$ cat src/rtl/lc_1252_odd_count.sv
// Odd-cell counter: keeps row/column parity bitmaps over an index stream,
// then scans them and emits R*(n-C) + (m-R)*C on a valid/ready port.
module lc_1252_odd_count #(
  parameter int MAX_DIM = 50,
  parameter int OUT_W   = 16
) (
  input  logic             clk,
  input  logic             rst,
  input  logic [7:0]       m,
  input  logic [7:0]       n,
  input  logic [1:0][7:0]  ind_tdata,
  input  logic             ind_tvalid,
  input  logic             ind_tlast,
  output logic             ind_tready,
  output logic [OUT_W-1:0] odd_cells,
  output logic             out_tvalid,
  input  logic             out_tready,
  output logic             err
);

  localparam int KW = $clog2(MAX_DIM);
  localparam logic [MAX_DIM-1:0] ONE = {{(MAX_DIM-1){1'b0}}, 1'b1};
  localparam logic [7:0] DMAX = 8'(MAX_DIM);
  localparam logic [KW-1:0] KLAST = KW'(MAX_DIM - 1);

  typedef enum logic [1:0] {ACCUM, COUNT, CALC, OUT} state_t;

  state_t r_state;
  state_t w_state_nxt;

  logic [MAX_DIM-1:0] r_row_par;
  logic [MAX_DIM-1:0] r_col_par;
  logic [7:0]         r_m;
  logic [7:0]         r_n;
  logic [7:0]         r_r;
  logic [7:0]         r_c;
  logic [KW-1:0]      r_k;
  logic               r_err_acc;
  logic [OUT_W-1:0]   r_odd;
  logic               r_out_valid;
  logic               r_err;

  logic               w_acc;
  logic               w_hs;
  logic [MAX_DIM-1:0] w_row_hot;
  logic [MAX_DIM-1:0] w_col_hot;
  logic               w_row_bad;
  logic               w_col_bad;
  logic               w_dim_bad;
  logic               w_rbit;
  logic               w_cbit;
  logic [OUT_W-1:0]   w_calc;

  assign ind_tready = !rst && (r_state == ACCUM);
  assign out_tvalid = r_out_valid;
  assign odd_cells  = r_odd;
  assign err        = r_err;

  assign w_acc = ind_tvalid && ind_tready;
  assign w_hs  = (r_state == OUT) && r_out_valid && out_tready;

  // out-of-range indices shift the one-hot off the end, so no toggle happens
  assign w_row_hot = ONE << ind_tdata[0];
  assign w_col_hot = ONE << ind_tdata[1];
  assign w_row_bad = ind_tdata[0] >= DMAX;
  assign w_col_bad = ind_tdata[1] >= DMAX;
  assign w_dim_bad = (m == 8'd0) || (n == 8'd0) ||
                     (m > DMAX) || (n > DMAX);

  assign w_rbit = r_row_par[r_k] && (8'(r_k) < r_m);
  assign w_cbit = r_col_par[r_k] && (8'(r_k) < r_n);

  assign w_calc = OUT_W'(r_r) * (OUT_W'(r_n) - OUT_W'(r_c)) +
                  (OUT_W'(r_m) - OUT_W'(r_r)) * OUT_W'(r_c);

  always_comb begin
    w_state_nxt = r_state;
    unique case (r_state)
      ACCUM: if (w_acc && ind_tlast) w_state_nxt = COUNT;
      COUNT: if (r_k == KLAST) w_state_nxt = CALC;
      CALC:  w_state_nxt = OUT;
      OUT:   if (w_hs) w_state_nxt = ACCUM;
      default: w_state_nxt = ACCUM;
    endcase
  end

  always_ff @(posedge clk) begin
    if (rst) begin
      r_state     <= ACCUM;
      r_row_par   <= '0;
      r_col_par   <= '0;
      r_m         <= '0;
      r_n         <= '0;
      r_r         <= '0;
      r_c         <= '0;
      r_k         <= '0;
      r_err_acc   <= 1'b0;
      r_odd       <= '0;
      r_out_valid <= 1'b0;
      r_err       <= 1'b0;
    end else begin
      r_state <= w_state_nxt;
      unique case (r_state)
        ACCUM: begin
          if (w_acc) begin
            r_row_par <= r_row_par ^ w_row_hot;
            r_col_par <= r_col_par ^ w_col_hot;
            r_err_acc <= r_err_acc | w_row_bad | w_col_bad |
                         (ind_tlast & w_dim_bad);
            if (ind_tlast) begin
              r_m <= m;
              r_n <= n;
              r_k <= '0;
            end
          end
        end
        COUNT: begin
          r_r <= r_r + 8'(w_rbit);
          r_c <= r_c + 8'(w_cbit);
          r_k <= r_k + KW'(1);
        end
        CALC: begin
          r_odd <= r_err_acc ? '0 : w_calc;
          r_err <= r_err_acc;
        end
        OUT: begin
          // valid is raised one cycle after the result is latched
          if (!r_out_valid) begin
            r_out_valid <= 1'b1;
          end else if (out_tready) begin
            r_out_valid <= 1'b0;
            r_err       <= 1'b0;
            r_row_par   <= '0;
            r_col_par   <= '0;
            r_r         <= '0;
            r_c         <= '0;
            r_err_acc   <= 1'b0;
          end
        end
        default: ;
      endcase
    end
  end

endmodule

$ cat config.mk
export PLATFORM = sky130hd
export DESIGN_NAME = lc_1252_odd_count
export DESIGN_NICKNAME = d
export VERILOG_FILES = /design/src/rtl/lc_1252_odd_count.sv
export SDC_FILE = /design/constraint.sdc
export NUM_CORES = 1
export LEC_CHECK = 0
export CORE_MARGIN = 2
export CORE_UTILIZATION = 45
export CTS_BUF_LIST = sky130_fd_sc_hd__clkbuf_16
export DETAILED_ROUTE_END_ITERATION = 12
export GPL_ROUTABILITY_DRIVEN = 1
export GPL_TIMING_DRIVEN = 0
export HOLD_SLACK_MARGIN = 0.06
export PLACE_DENSITY_LB_ADDON = 0.1
export SLEW_MARGIN = 20
export SYNTH_ARGS = -nofsm -noshare
export SYNTH_HDL_FRONTEND = slang
export SYNTH_SLANG_ARGS = --single-unit
$ cat constraint.sdc
create_clock -name clk -period 7.1 [get_ports clk]
set_input_delay 1.42 -clock clk [delete_from_list [all_inputs] [get_ports clk]]
set_output_delay 1.42 -clock clk [all_outputs]
set_load 0.01 [all_outputs]
==> impl_summary.txt <==
----------------------------------------------------
[Status]
  Result of the run ... finished clean

[Pwr]
  Static Leakage ... 6.67 nW
  Power, Total ... 2.50 mW
  Maximum vdd ir drop ... 0.169 mV
  Pwr/cell area ... 159 nW/um^2

[GRT]
  Largest net degree at the start of global routing ... 17
  Overflow after GRT ... 0
  Number of global-route vias before repair ... 10,400
  Global-route usage over all layers ... 22.5%
  Number of antenna violations at the first check in global routing ... 0
  Wire length of the first global-routing pass ... 55.0 mm

[Setup path]
  Critical path startpoint category ... register
  Last element of the critical path ... odd_cells[13]
  Crit path kind ... register to register
  Sort of element at the end of the critical path ... register
  Capture point of the worst reg-to-reg path ... odd_cells[13]
  Beginning of the worst register-to-register path ... r_c[1]
  Largest fanout on the critical path ... 10
  Critical path's slowest cell ... fa_1
  Largest incremental delay on the critical path ... 0.53 ns
  R2R depth ... 29
  Reg-to-reg slack, setup ... 0.22 ns
  Required time worst endpoint ... 7.40 ns
  Launching instance or port of the critical path ... r_c[1]
  Data arrival, critical path ... 7.18 ns
  Most common cell on crit path ... fa_1

[Min path]
  Path category of the worst min-delay check ... register to register

[Routing]
  Via count ... 10,200
  Post-DRT Antenna Nets ... 0
  Count of routing violations after the opening detailed-route iteration ... 481
  DRC ... 0
  Detailed-route vias per instance ... 5.02
  First-pass iteration count of the detailed router ... 5
  Routed WL ... 33.9 mm
  Wire length per cell after detailed routing ... 16.6 um

[Logic synthesis]
  Mean post-synth cell area ... 8.77 sq um
  Proportion of synthesized chip area in sequential cells ... 23.4%
  Share of async-settable or async-resettable flops after synthesis ... 0%
  Synthesized-area fraction occupied by xor and xnor cells ... 9.38%
  Post-synth cell types ... 58
  Synthesized area ... 13,600 sq um
  Compound-gate portion of the synthesized area ... 5.49%
  Number of enable-type register cells in the synthesized netlist ... 0
  Fraction of synthesized area in multiplexers ... 6.90%
  Synthesized instance count ... 1,550
  Count of warnings emitted by yosys ... 0
  Main combinational cell family by area after synthesis ... adder cells
  Post-Syn Nets ... 1,814
  Leading register cell type out of synthesis ... dfxtp_1
  Post-Synth Adder-Cell Area ... 27.6%
  Simple-gate share of the synthesized area ... 20.1%
  Yosys reg bits ... 159

[Floorplanning]
  Cell Rows ... 63
  Floorplan die area ... 31,600 sq um
  I/O pin count ... 56
  Width of the die ... 178 um
  Placeable core area ... 29,700 sq um
  Initial Utilization ... 45.7%
  Die Y-Extent ... 178 um

[STA]
  Final-report setup violation count ... 0
  Final-layout worst hold slack ... 0.451 ns
  Slew at the pin with the worst max-slew slack ... 0.960 ns
  Crit share post-route ... 96.9%
  Min Clock Period, post-route ... 6.88 ns
  Fmax achieved ... 0.145 GHz
  Relative slew slack ... 35.5%
  Final count of hold timing violations ... 0
  Number of max-slew violations in the final report ... 0
  Worst clock skew ... 0.0111 ns

[Clocking]
  Number of sinks driven by the clock tree ... 159
  CTS clk-pin slew, worst paths ... 0.07 ns
  Number of buffers on the longest clock path ... 2
  Hold bufs inserted after CTS ... 0
  CTS root buf ... clkbuf_16
  CTS buffer count ... 17
  Count of H-tree levels built during CTS ... 4
  Clock insertion delay at the later pin of the skew report ... 0.44 ns
  Clock tree from TritonCTS ... built

[Cells and area]
  ANT cells ... 0
  Post-layout net count ... 1,900
  Layout overhead on the synthesized area ... 15.8%
  Non-Filler Instances ... 2,039
  Share of layout cells above drive strength 1 ... 9.76%
  Final std cell area, no fill ... 15,700 sq um

[Placement]
  Port Buf Inserts ... 54
  HPWL after detailed placement ... 27.0 mm
  Cell count after placement ... 1,994
  Standard cell area after detailed placement ... 14,600 sq um
  Final weighted congestion in routability-driven placement ... 0.852

[Job]
  Max-cap violation count ... 0

----------------------------------------------------
==> critical path: cells and delay by family (launching register included) <==
| kind | cells | cell delay (ns) |
|---|---|---|
| compound gates | 9 | 1.26 |
| fa+ha+maj | 8 | 3.51 |
| xor+xnor | 1 | 0.16 |
| simple gates | 4 | 0.61 |
| mux | 1 | 0.32 |
| buf+inv | 6 | 0.51 |
| flops | 1 | 0.36 |
==> area by class of cell <==
| type | count | area (sq um) |
|---|---|---|
| Fill cell | 2793 | 14000 |
| Multi-Input combinational cell | 1145 | 9740 |
| Sequential cell | 159 | 3200 |
| Inverter | 186 | 706 |
| Timing Repair Buffer | 72 | 691 |
| Tap cell | 390 | 488 |
| Clock buffer | 17 | 425 |
| Buffer | 55 | 300 |
| Clock inverter | 15 | 191 |
==> per-layer routing <==
layer  up-vias  share of wire [%]  track usage, %
met3        24                2.2            2.55
met5         -                  0               0
li1       5095                  -               -
met1      4990                 45            28.8
met4         0                1.4            5.91
met2       134                 51            40.3
==> metrics by stage <==
stage	TNS, ns	setup WS, ns	util [%]
after detailed placement	-6.84	-1.06	49.2
after floorplan	0	0.0359	-
final	0	0.220	53.0
after global placement	-6.99	-1.06	49.2
after global routing	-0.0316	-0.0187	53.0
after CTS	0	0.00903	52.2
==> cell families after synthesis <==
kind of cell / Yosys count
adder cells (fa/ha/maj): 227
AND/OR/NAND/NOR: 603
multiplexers: 55
buffers and inverters: 246
AO/OA/AOI/OAI: 116
flip-flops: 159
XOR/XNOR: 144
==> repair_timing <==
item                       4_1_cts  5_1_grt
pin swaps                       25       41
resized for setup               46       38
buffers inserted                 7       11
setup endpoints to repair       10        8
==> sequential cells by signal, summed over array words and instances, names as in the netlist, 2 cells and up <==
register and count:
r_state 2, r_row_par 50, r_col_par 50, r_m 8, r_r 8, r_k 6
r_c 8, r_n 8, odd_cells 16
==> cell usage in the layout, fill, tap and decap left out, types with 4 or more instances in the layout <==
cell type	n
mux2_2	5
nand3_1	18
clkbuf_16	19
xnor2_1	34
mux2_4	4
a21oi_1	33
dfxtp_1	153
clkbuf_1	39
buf_6	8
inv_2	4
buf_2	5
nor3_1	13
nand2_1	204
ha_1	98
xor2_1	104
a22oi_1	10
ha_4	7
nor2_1	221
o21a_1	9
nand2b_1	29
and3_1	4
fa_1	119
o21ai_1	7
or3_1	8
nor4_1	7
clkdlybuf4s50_1	54
bufinv_16	4
dfxtp_2	4
mux4_2	30
and2_1	48
mux2i_1	14
buf_4	15
nor2b_1	18
a21o_1	7
o21ai_0	13
inv_1	181
nand4_1	8
==> cell usage after synthesis, types with 4 or more instances <==
cell type  number  share of area, %
a21o_1          7              0.39
and3_1          4              0.18
a21oi_1        36               1.3
clkbuf_1       48               1.3
inv_1         186               5.1
fa_1          122                18
ha_1          105               9.7
nand4_1         8              0.37
dfxtp_1       159                23
nand2_1       204               5.6
buf_2           5              0.18
o21ai_0        21              0.77
nor4_1         10              0.46
mux2i_1        16               1.2
nand2b_1       29               1.3
nor2b_1        20              0.92
and2_1         49               2.3
o21a_1          9              0.50
nor3_1         13              0.48
xnor2_1        38               2.4
nor2_1        223               6.2
a22oi_1        10              0.55
nand3_1        18              0.66
mux2_2          9              0.75
buf_6           4              0.33
mux4_2         30               5.0
xor2_1        105               6.8
or3_1           8              0.37
==> where the power goes <==
part / leakage [nW] / switching, mW / total (mW) / internal [mW]
logic: 5.07 / 0.353 / 0.602 / 0.249
clock network: 0.307 / 0.390 / 0.978 / 0.588
registers: 1.29 / 0.0174 / 0.925 / 0.908
==> worst min path at each step <==
| stage | cells past startpoint | to | slack [ns] | from |
|---|---|---|---|---|
| after floorplan | 2 | r_m[0] | 0.45 | r_m[0] |
| after global placement | 2 | odd_cells[15] | 0.44 | odd_cells[15] |
| after detailed placement | 2 | odd_cells[15] | 0.45 | odd_cells[15] |
| after CTS | 2 | odd_cells[15] | 0.46 | odd_cells[15] |
| after global routing | 2 | odd_cells[15] | 0.50 | odd_cells[15] |
| final | 2 | odd_cells[15] | 0.45 | odd_cells[15] |
Note: power is estimated with default switching activity, not from simulation.
==> RTL change 1, RTL diff (same settings) <==
The parameter `MAX_DIM` goes from 50 to 100.
--- a/src/rtl/lc_1252_odd_count.sv
+++ b/src/rtl/lc_1252_odd_count.sv
@@ -2,5 +2,5 @@
 // then scans them and emits R*(n-C) + (m-R)*C on a valid/ready port.
 module lc_1252_odd_count #(
-  parameter int MAX_DIM = 50,
+  parameter int MAX_DIM = 100,
   parameter int OUT_W   = 16
 ) (
Function: same outputs for any inputs over 4 cycles, from zero or initial values and one cycle with rst high; that may be too few to reach the edited logic, so the function may still have changed.
==> RTL change 1 against the unedited design <==
The run now ends with setup timing left; combinational power rose by 24%; synthesized area rose by 35%; sequential cell count rose by 101; final cell count rose by 35%; worst setup slack got worse by 250 ps; routed wire length rose by 53%; largest power group unchanged; worst hold slack improved by 20 ps; critical path depth rose by 3; design area rose by 34%; total power rose by 51%; global-route usage rose by 2.1 points.
==> RTL change 1: results (changes against the unedited design) <==
metric;value;unit;change
setup_slack;-26.44;ps;-246.1 ps
combPwrFrac;19.7;%;-4.3 points
synth_compound_area_share;8.022;%;+2.5 points
io_buffers;51;;-5.6%
nFillCells;3839;;+37%
tns;-26.49;ps;-26.49 ps
synth_xor_area_share;8.470;%;-0.91 points
finalSetupViolCount;2;;+2
reg2reg_depth;32;;+10%
synth_nets;2342;;+29%
cts_root_buf;clkbuf_16;;
place_area;19630;µm²;+34%
critPathSlowestCell;fa_1;;
grt_use_total;24.67;%;+2.1 points
grt_pass1_wl;81440;µm;+48%
skew;17.52;ps;+6.460 ps
synthArstFlopShare;0;%;unchanged
clk_pin_slew;60;ps;
grt_pass1_vias;14828;;+42%
grt_max_degree;16;;-1
p_total;3.789;mW;+51%
yosys-top-cells-count;nand2_1 (266), dfxtp_1 (260), nor2_1 (250), inv_1 (184), xor2_1 (141);;
ys_seq_area_share;28.28;%;+4.9 points
yosys.area_share.adder;20.48;%;-7.2 points
clock_latency;580;ps;+140 ps
clockBufferDepth;3;;+1
critPathMaxFanout;3;;-7
hpwlAfterDp;39340;µm;+46%
ys_top_cells_by_area;dfxtp_1 (28%), fa_1 (13%), mux4_2 (7.6%);;
via_per_inst;5.330;;+6.1%
ys_warn_count;0;;unchanged
arrival;7600;ps;+420 ps
htreeDepth;1;;-3
drive_gt1_share;10.79;%;+1.0 points
cts_buffers;31;;+14
routedWlPerCell;18.94;µm;+14%
leakagePower;8.318;nW;+25%
design.final.nets;2457;;+29%
synth_cell_types;67;;+16%
drtIter0Drc;850;;+77%
violations;setup timing;;
hold_depth;1;;-1
status;finished with violations;;
worst_ir_drop_vdd;0.1805;mV;+6.8%
worst_pin_slew;1205;ps;+245.3 ps
swShare;29.79;%;-0.58 points
seq_power_share;39.3;%;+2.4 points
synthMuxAreaShare;8.912;%;+2.0 points
gp_congestion;0.8461;;-0.67%
RTL change 1: changes by cell type after synthesis, moves of 11 or more:
cell | before | now
a21oi_1 | 36 | 102
clkbuf_1 | 48 | 85
dfxtp_1 | 159 | 260
mux4_2 | 30 | 62
nand2_1 | 204 | 266
nand3_1 | 18 | 29
nor2_1 | 223 | 250
o21ai_0 | 21 | 91
or3_1 | 8 | 70
xor2_1 | 105 | 141
RTL change 1: worst paths after layout:
check | startpoint | to | slack [ps]
setup / recovery | r_r[1] | odd_cells[12] | -30
hold / removal | odd_cells[12] | odd_cells[12] | 470
setup reg to reg | r_r[1] | odd_cells[12] | -30
hold reg to reg | odd_cells[12] | odd_cells[12] | 470
RTL change 1: what timing repair did:
action,in CTS,in global routing
setup buffers,21,12
gates resized for setup,57,22
endpoints found under the hold margin,0,0
pin swaps,28,20
cloned,0,0
setup endpoints to repair,10,7
RTL change 1: area by class of cell:
class | count | area (µm²) | share of cell area [%]
multi-input cells | 1527 | 12320 | 58.25
flip-flops and latches | 260 | 5218 | 24.68
repair buffers | 84 | 785.8 | 3.716
clock buffers | 31 | 775.7 | 3.669
inverters | 185 | 709.4 | 3.355
well taps | 532 | 665.6 | 3.148
plain buffers | 103 | 479.2 | 2.266
clock inverters | 25 | 193.9 | 0.9172
RTL change 1: through the flow:
stage               std cells  hold slack [ps]  worst slack (ps)
floorplan                2077            449.8             21.15
global placement         2660            450.1             -1134
detailed placement       2661            461.9             -1187
CTS                      2738            470.5            -99.19
global route             2747            498.1            -242.4
finish                   2747            470.5            -26.44
RTL change 1: routing by layer:
layer	routed length, µm	track usage [%]	up-vias
met1	22240	30.83	7217
met4	1169	6.097	0
met3	2042	2.649	67
met5	0	0	-
met2	26570	45.23	293
li1	-	-	7065
==> RTL change 2, RTL diff (same settings) <==
Without the edit above. The 4 states of `state_t` get a one-hot encoding in 4 bits.
--- a/src/rtl/lc_1252_odd_count.sv
+++ b/src/rtl/lc_1252_odd_count.sv
@@ -24,5 +24,5 @@
   localparam logic [KW-1:0] KLAST = KW'(MAX_DIM - 1);
 
-  typedef enum logic [1:0] {ACCUM, COUNT, CALC, OUT} state_t;
+  typedef enum logic [3:0] {ACCUM = 4'b0001, COUNT = 4'b0010, CALC = 4'b0100, OUT = 4'b1000} state_t;
 
   state_t r_state;
Function: same outputs for any inputs over 4 cycles, from zero or initial values and one cycle with rst high; so few cycles prove little.
==> RTL change 2 against the unedited design <==
Sequential cell count increased by 2; synthesized area about the same; design area increased by 1.2%; final cell count increased by 1.2%; maximum frequency shrank 0.20%; routed wire length rose by 7.2%; total power about the same; utilization up 0.78 points; worst setup slack worse by 14 ps; die area about the same; global-route usage increased by 1.4 points; critical endpoint is now odd_cells[15].
==> RTL change 2: results (changes against the unedited design) <==
metric;value;unit;change
status;completed;;
leakagePower;6.553;nW;-1.7%
skew;25.25;ps;+14.19 ps
grt_pass1_vias;10976;;+5.2%
grt_max_degree;19;;+2
hpwlAfterDp;28130;µm;+4.1%
yosys.area_share.adder;27.29;%;-0.35 points
synth_xor_area_share;8.837;%;-0.55 points
place_area;14630;µm²;about the same
ys_top_cells_by_area;dfxtp_1 (24%), fa_1 (18%), ha_1 (9.3%);;
arrival;7240;ps;+60 ps
synth_cell_types;60;;+3.4%
synth_cells;1566;;+1.0%
htreeDepth;4;;unchanged
powerComb;621;µW;+3%
grt_pass1_wl;58100;µm;+5.5%
intPower;1.654;mW;-5.2%
synth_compound_area_share;7.086;%;+1.6 points
wl;36390;µm;+7.2%
via_per_inst;5.197;;+3.4%
synth_nets;1826;;+0.66%
grt_use_total;23.97;%;+1.4 points
critPathMaxStageDelay;550;ps;+20 ps
fin_util;53.74;%;+0.78 points
ys_seq_area_share;23.74;%;+0.31 points
gp_congestion;0.8515;;about the same
cts_buffers;17;;unchanged
io_buffers;52;;-3.7%
worst_pin_slew;1120;ps;+160.0 ps
routedWlPerCell;17.64;µm;+6.0%
ctsResizeCount;58;;+26%
design.final.nets;1920;;+1.1%
drtIter0Drc;537;;+12%
clk_pin_slew;90;ps;+20 ps
p_sw;853.0;µW;+12%
critPathMaxFanout;7;;-3
yosys-top-cells-count;nor2_1 (198), nand2_1 (191), inv_1 (176), dfxtp_1 (161), fa_1 (122);;
post_cts_buffers;14;;+7
drive_gt1_share;12.43;%;+2.7 points
-- RTL change 2: cell types whose count changed in the layout (fill, tap and decap cells not counted), sizes merged, moves of 12 or more --
cell   change
nor3      +13
a21oi     +22
mux4      -12
nand2     -13
buf       +18
nor2      -22
-- RTL change 2: worst paths after layout --
path / slack, ps / depth (start not counted) / from / end
hold reg to reg: 460 / 2 / odd_cells[6] / odd_cells[6]
hold / removal: 460 / 2 / odd_cells[6] / odd_cells[6]
setup / recovery: 210 / 24 / r_c[2] / odd_cells[15]
setup reg to reg: 210 / 24 / r_c[2] / odd_cells[15]
-- RTL change 2: area by class of cell --
type	count	area share [%]
Sequential cell	161	20.38
Clock inverter	15	1.045
Buffer	58	1.933
Inverter	176	4.227
Clock buffer	17	2.671
Timing Repair Buffer	80	4.706
Multi-Input combinational cell	1166	61.98
Tap cell	390	3.064
-- RTL change 2: metal layers --
metal,wire [µm],global-route usage [%]
met5,0,0
met4,565,6.352
met3,1190,2.635
met2,18660,43.20
met1,15970,30.34
